## src/rtl/bimodal_predictor.sv

```systemverilog
// rtl/bimodal_predictor.sv - bimodal branch predictor with in-order resolution queue
//
// Purpose: a table of 2-bit saturating counters predicts branch direction and target.
// Each accepted prediction is remembered in an in-order queue until the branch resolves;
// a resolution that disagrees with the prediction raises a one-cycle flush with the
// correct next address and clears every outstanding prediction.
//
// Ports:
//   clk, reset                         clock, synchronous active-high reset
//   pred_valid, pred_pc, pred_off      lookup request (accepted when pred_ready is high)
//   pred_ready                         queue not full
//   pred_out_valid, pred_taken,
//   pred_target                        registered prediction, one cycle after accept
//   upd_valid, upd_taken               in-order branch resolution
//   flush, flush_pc                    mispredict pulse and corrected next address
//   err_underflow                      sticky: resolution arrived with nothing queued
//   mispredict_cnt                     saturating mispredict counter
module bimodal_predictor #(
    parameter int ADDR_W   = 5,
    parameter int ENTRIES  = 8,
    parameter int INFLIGHT = 4
) (
    input  logic              clk,
    input  logic              reset,
    input  logic              pred_valid,
    input  logic [ADDR_W-1:0] pred_pc,
    input  logic [ADDR_W-1:0] pred_off,
    output logic              pred_ready,
    output logic              pred_out_valid,
    output logic              pred_taken,
    output logic [ADDR_W-1:0] pred_target,
    input  logic              upd_valid,
    input  logic              upd_taken,
    output logic              flush,
    output logic [ADDR_W-1:0] flush_pc,
    output logic              err_underflow,
    output logic [15:0]       mispredict_cnt
);

    localparam int IDX_W = $clog2(ENTRIES);
    localparam int PTR_W = $clog2(INFLIGHT);
    localparam int CNT_W = PTR_W + 1;
    localparam logic [CNT_W-1:0] FULL_CNT = CNT_W'(INFLIGHT);

    logic [1:0]        r_ctr   [ENTRIES];
    logic [IDX_W-1:0]  r_q_idx [INFLIGHT];
    logic              r_q_tkn [INFLIGHT];
    logic [ADDR_W-1:0] r_q_tt  [INFLIGHT];
    logic [ADDR_W-1:0] r_q_tn  [INFLIGHT];
    logic [PTR_W-1:0]  r_head;
    logic [PTR_W-1:0]  r_tail;
    logic [CNT_W-1:0]  r_count;

    logic [IDX_W-1:0]  w_idx;
    logic              w_lookup_taken;
    logic [ADDR_W-1:0] w_sum_t;
    logic [ADDR_W-1:0] w_sum_n;
    logic              w_full;
    logic              w_empty;
    logic              w_push;
    logic              w_pop;
    logic              w_mis;
    logic [IDX_W-1:0]  w_head_idx;
    logic [1:0]        w_head_ctr;
    logic [1:0]        w_ctr_next;

    assign w_idx          = pred_pc[IDX_W-1:0];
    assign w_lookup_taken = r_ctr[w_idx][1];
    assign w_sum_t        = pred_pc + pred_off;
    assign w_sum_n        = pred_pc + ADDR_W'(1);
    assign w_full         = (r_count == FULL_CNT);
    assign w_empty        = (r_count == '0);
    assign pred_ready     = !w_full;
    assign w_push         = pred_valid && !w_full;
    assign w_pop          = upd_valid && !w_empty;
    assign w_mis          = w_pop && (upd_taken != r_q_tkn[r_head]);
    assign w_head_idx     = r_q_idx[r_head];
    assign w_head_ctr     = r_ctr[w_head_idx];

    always_comb begin
        w_ctr_next = w_head_ctr;
        if (upd_taken) begin
            if (w_head_ctr != 2'b11) w_ctr_next = w_head_ctr + 2'b01;
        end else begin
            if (w_head_ctr != 2'b00) w_ctr_next = w_head_ctr - 2'b01;
        end
    end

    // Table reads above see the pre-update counter, so a same-cycle lookup and
    // resolution on one index naturally gets read-before-write behaviour.
    always_ff @(posedge clk) begin
        if (reset) begin
            for (int i = 0; i < ENTRIES; i++) r_ctr[i] <= 2'b10;
            r_head         <= '0;
            r_tail         <= '0;
            r_count        <= '0;
            pred_out_valid <= 1'b0;
            pred_taken     <= 1'b0;
            pred_target    <= '0;
            flush          <= 1'b0;
            flush_pc       <= '0;
            err_underflow  <= 1'b0;
            mispredict_cnt <= '0;
        end else begin
            pred_out_valid <= w_push;
            if (w_push) begin
                pred_taken  <= w_lookup_taken;
                pred_target <= w_lookup_taken ? w_sum_t : w_sum_n;
            end

            // A push that coincides with a mispredict belongs to the wrong path.
            if (w_push && !w_mis) begin
                r_q_idx[r_tail] <= w_idx;
                r_q_tkn[r_tail] <= w_lookup_taken;
                r_q_tt[r_tail]  <= w_sum_t;
                r_q_tn[r_tail]  <= w_sum_n;
            end

            if (w_pop) r_ctr[w_head_idx] <= w_ctr_next;

            if (w_mis) begin
                r_head  <= '0;
                r_tail  <= '0;
                r_count <= '0;
            end else begin
                if (w_push) r_tail <= r_tail + PTR_W'(1);
                if (w_pop)  r_head <= r_head + PTR_W'(1);
                if (w_push && !w_pop)      r_count <= r_count + CNT_W'(1);
                else if (w_pop && !w_push) r_count <= r_count - CNT_W'(1);
            end

            flush <= w_mis;
            if (w_mis) flush_pc <= upd_taken ? r_q_tt[r_head] : r_q_tn[r_head];

            if (upd_valid && w_empty) err_underflow <= 1'b1;

            if (w_mis && (mispredict_cnt != 16'hFFFF))
                mispredict_cnt <= mispredict_cnt + 16'd1;
        end
    end

endmodule
```

## config.mk

```make
export PLATFORM = sky130hd
export DESIGN_NAME = bimodal_predictor
export DESIGN_NICKNAME = d
export VERILOG_FILES = /design/src/rtl/bimodal_predictor.sv
export SDC_FILE = /design/constraint.sdc
export NUM_CORES = 1
export LEC_CHECK = 0
export ABC_AREA = 1
export ABC_CLOCK_PERIOD_IN_PS = 2100
export BUFFER_PORTS_ARGS = -buffer_cell sky130_fd_sc_hd__buf_4
export CORE_ASPECT_RATIO = 1.75
export CORE_MARGIN = 1.5
export CORE_UTILIZATION = 55
export CTS_BUF_LIST = sky130_fd_sc_hd__clkbuf_8
export CTS_CLUSTER_DIAMETER = 200
export DETAILED_ROUTE_END_ITERATION = 7
export PLACE_DENSITY = 0.86
export SYNTH_ARGS = -nofsm -noshare
export SYNTH_HDL_FRONTEND = slang
export SYNTH_SLANG_ARGS = --single-unit
```

## constraint.sdc

```tcl
create_clock -name clk -period 2.1 [get_ports clk]
set_input_delay 0.21 -clock clk [delete_from_list [all_inputs] [get_ports clk]]
set_output_delay 0.21 -clock clk [all_outputs]
set_load 0.03 [all_outputs]
```

==> flow_metrics.py <==
metrics = {
    "global_route": {
        "antenna_found_initial": 0,
        "grt_max_degree": 24,
        "first_global_vias": 4260,
        "grt_util_all_layers_pct": 25.2,
        "grt_pass1_wl_mm": 19.9,
        "overflow": 0,
    },
    "timing": {
        "hold_viol": 0,
        "period_needed_ns": 1.95,
        "fin_crit_sh_pct": 92.6,
        "fin_ws_ns": 0.155,
        "worstMarginPinSlew_ns": 0.502,
        "grt_setup_unrepaired": "no",
        "hold_slack_ns": 0.0828,
        "drv_slew": 0,
        "timing.fmax_mhz": 514,
        "slew_headroom_pct": 66.3,
        "fin_skew_ns": 0.0149,
        "setup_viol": 0,
    },
    "yosys": {
        "synth_area_leaders": "edfxtp_1 41%, dfxtp_1 15%, nand2_1 8.3%",
        "dominantRegCellSynth": "edfxtp_1",
        "synth_nets": 595,
        "synthAdderAreaFrac_pct": 3.37,
        "avgSynthCellArea_um2": 9.31,
        "yosysWarnings": 0,
        "synth-seq-cells": 111,
        "async_flop_share_pct": 0,
        "synth_top_area_share_pct": 41.0,
        "synth_compound_area_share_pct": 9.15,
        "synth_edf_count": 72,
        "synth_cell_type_count": 37,
        "netlist_area_um2": 5280,
        "yosysTopAreaCell": "edfxtp_1",
        "synth_top_family_by_area": "simple AND/OR/NAND/NOR gates",
        "synth-simple-area-share_pct": 22.1,
        "synth_mux_area_share_pct": 0,
        "synth_xor_area_share_pct": 3.96,
        "seq_area_frac_synth_pct": 55.8,
        "syn_inst": 567,
    },
    "worst_setup_path": {
        "critical_path_class": "reg -> reg",
        "cp.arrival_ns": 2.09,
        "crit_fanout": 9,
        "cp_slowest_cell": "dfxtp_2",
        "crit_required_ns": 2.24,
        "cp_cell_sequence": "buf_4 -> nand2_1 -> nand3_1 -> nand2_1 -> nor2_2 -> nand3_1 -> nand2_2 -> nor2_4 -> nand2_4 -> nand2_2 -> nand2_4 -> nor2_2",
        "crit_path_start_kind": "flop",
        "max_stage_delay_ns": 0.42,
        "cp-end-kind": "flop",
    },
    "power": {
        "power.leakage_nw": 2.38,
        "peakVddDrop_mv": 0.581,
        "fin_total_pwr_mw": 5.88,
        "cellPowerDensity_nw_per_um2": 970,
    },
    "clock_tree": {
        "worst_skew_pair.late_latency_ns": 0.39,
        "cts_num_sinks": 111,
        "clk_root_buffer_cell": "clkbuf_8",
        "h-tree-depth": 3,
        "cts.path.max_buffers": 2,
        "path_clk_slew_ns": 0.10,
        "cts_tree": "built",
        "cts_hold_buf": 0,
        "cts_buffers": 9,
    },
    "floorplanning": {
        "die_x_um": 77.1,
        "die-area_um2": 10200,
        "ios": 46,
        "die_h_um": 133,
        "core_um2": 9410,
        "rows": 47,
        "start_util_pct": 56.1,
    },
    "layout": {
        "final_core_util_pct": 64.4,
        "nNetsFinal": 656,
        "diodes": 0,
        "final_common_cell": "nand2_1",
        "syn2layout_area_growth_pct": 14.8,
        "layout-drive-gt1-share_pct": 19.1,
        "final_cell_mix": "117 x nand2_1, 72 x edfxtp_1, 68 x buf_4",
        "finalInstanceArea_um2": 6060,
    },
    "routing": {
        "vias_per_cell": 5.57,
        "routed_wl_mm": 12.3,
        "dr.first_iter.drc_count": 319,
        "drc": 0,
        "ant_nets": 0,
        "vias": 4206,
        "post_drt_wl_per_cell_um": 16.3,
        "first_pass_iters": 6,
    },
    "place": {
        "gp_routability_congestion": 0.884,
        "place_area_um2": 5840,
        "dpl.hpwl_mm": 9.45,
        "dpl_worst_slack_ns": 0.0350,
        "port_buffers": 45,
    },
    "status": {
        "status": "complete, no violations",
    },
    "flow_run": {
        "maxCapViolations": 0,
    },
    "min_path": {
        "hold_class": "in -> reg",
    },
}
[path summary, 6_finish.rpt]
path                                               endpoint  slack, ns  cells past startpoint                        start
worst max register to register    r_ctr[1][0]$_SDFFCE_PN0P_       0.15                     12                         flop
worst min register to register  pred_target[0]$_SDFFE_PP0P_       0.48                      2  pred_target[0]$_SDFFE_PP0P_
worst max-delay path              r_ctr[1][0]$_SDFFCE_PN0P_       0.15                     12                         flop
worst min-delay path                r_q_idx[0][0]$_DFFE_PP_       0.08                      1                   pred_pc[0]
[layer usage]
layer / track usage, % / wire length (um)
met5: 0 / 0
met4: 14.7 / 593
met3: 4.48 / 500
met2: 48.5 / 6910
met1: 24.3 / 4320
[through the flow]
step / std cells / setup TNS, ns
floorplan: 567 / -3.11
global placement: 739 / 0
detailed placement: 739 / 0
CTS: 755 / 0
global route: 755 / 0
finish: 755 / 0
[sequential cells by signal, indices dropped and copies added (netlist names), named ones only]
| signal | cells |
|---|---|
| r_q_tkn | 4 |
| pred_taken | 1 |
| r_q_tn | 20 |
| r_tail | 2 |
| err_underflow | 1 |
| r_q_idx | 12 |
| mispredict_cnt | 16 |
| pred_target | 5 |
| pred_out_valid | 1 |
| flush | 1 |
| r_ctr | 16 |
| flush_pc | 5 |
| r_q_tt | 20 |
| r_head | 2 |
| r_count | 3 |
[power by group]
| group | internal, mW | total (mW) | leakage, nW | switching [mW] |
|---|---|---|---|---|
| logic | 0.648 | 1.98 | 1.33 | 1.33 |
| clock network | 0.458 | 1.23 | 0.0949 | 0.768 |
| registers | 2.56 | 2.67 | 0.963 | 0.116 |
| total | 3.66 | 5.88 | 2.38 | 2.21 |
[synth_stat cells, types with 7 or more instances]
master and count:
o22ai_1 10, inv_1 46, o21ai_0 32, xor2_1 13, a21oi_1 36, edfxtp_1 72, nand2_2 7, clkbuf_1 11
nand3_1 54, nand2_1 117, xnor2_1 9, nor2_1 61, dfxtp_1 39, ha_1 11, nor2_2 8
[repair_timing]
item / 4_1_cts / 5_1_grt
resized for setup: 0 / 11
buffers inserted: 0 / 0
setup endpoints to repair: 0 / 91
[layout make-up]
cell class / count / area, um^2
clock inverters: 7 / 66.3
flip-flops and latches: 111 / 2950
inverters: 53 / 201
clock buffers: 9 / 124
multi-input cells: 385 / 2050
repair buffers: 68 / 510
fillers: 781 / 3350
well taps: 122 / 153
[logic make-up (layout without fill, tap and decap cells)]
kind of cell             Yosys count  after routing
buffers and inverters             71            137
AO/OA/AOI/OAI                     87             87
flip-flops                       111            111
XOR/XNOR                          23             23
adder cells (fa/ha/maj)           13             13
AND/OR/NAND/NOR                  262            262
[critical path: cells and delay by family (launching register included)]
family	cells	cell delay, ns
buffers and inverters	1	0.16
AND/OR/NAND/NOR	11	1.12
flip-flops	1	0.42
Power figures use the tool's default switching activity.
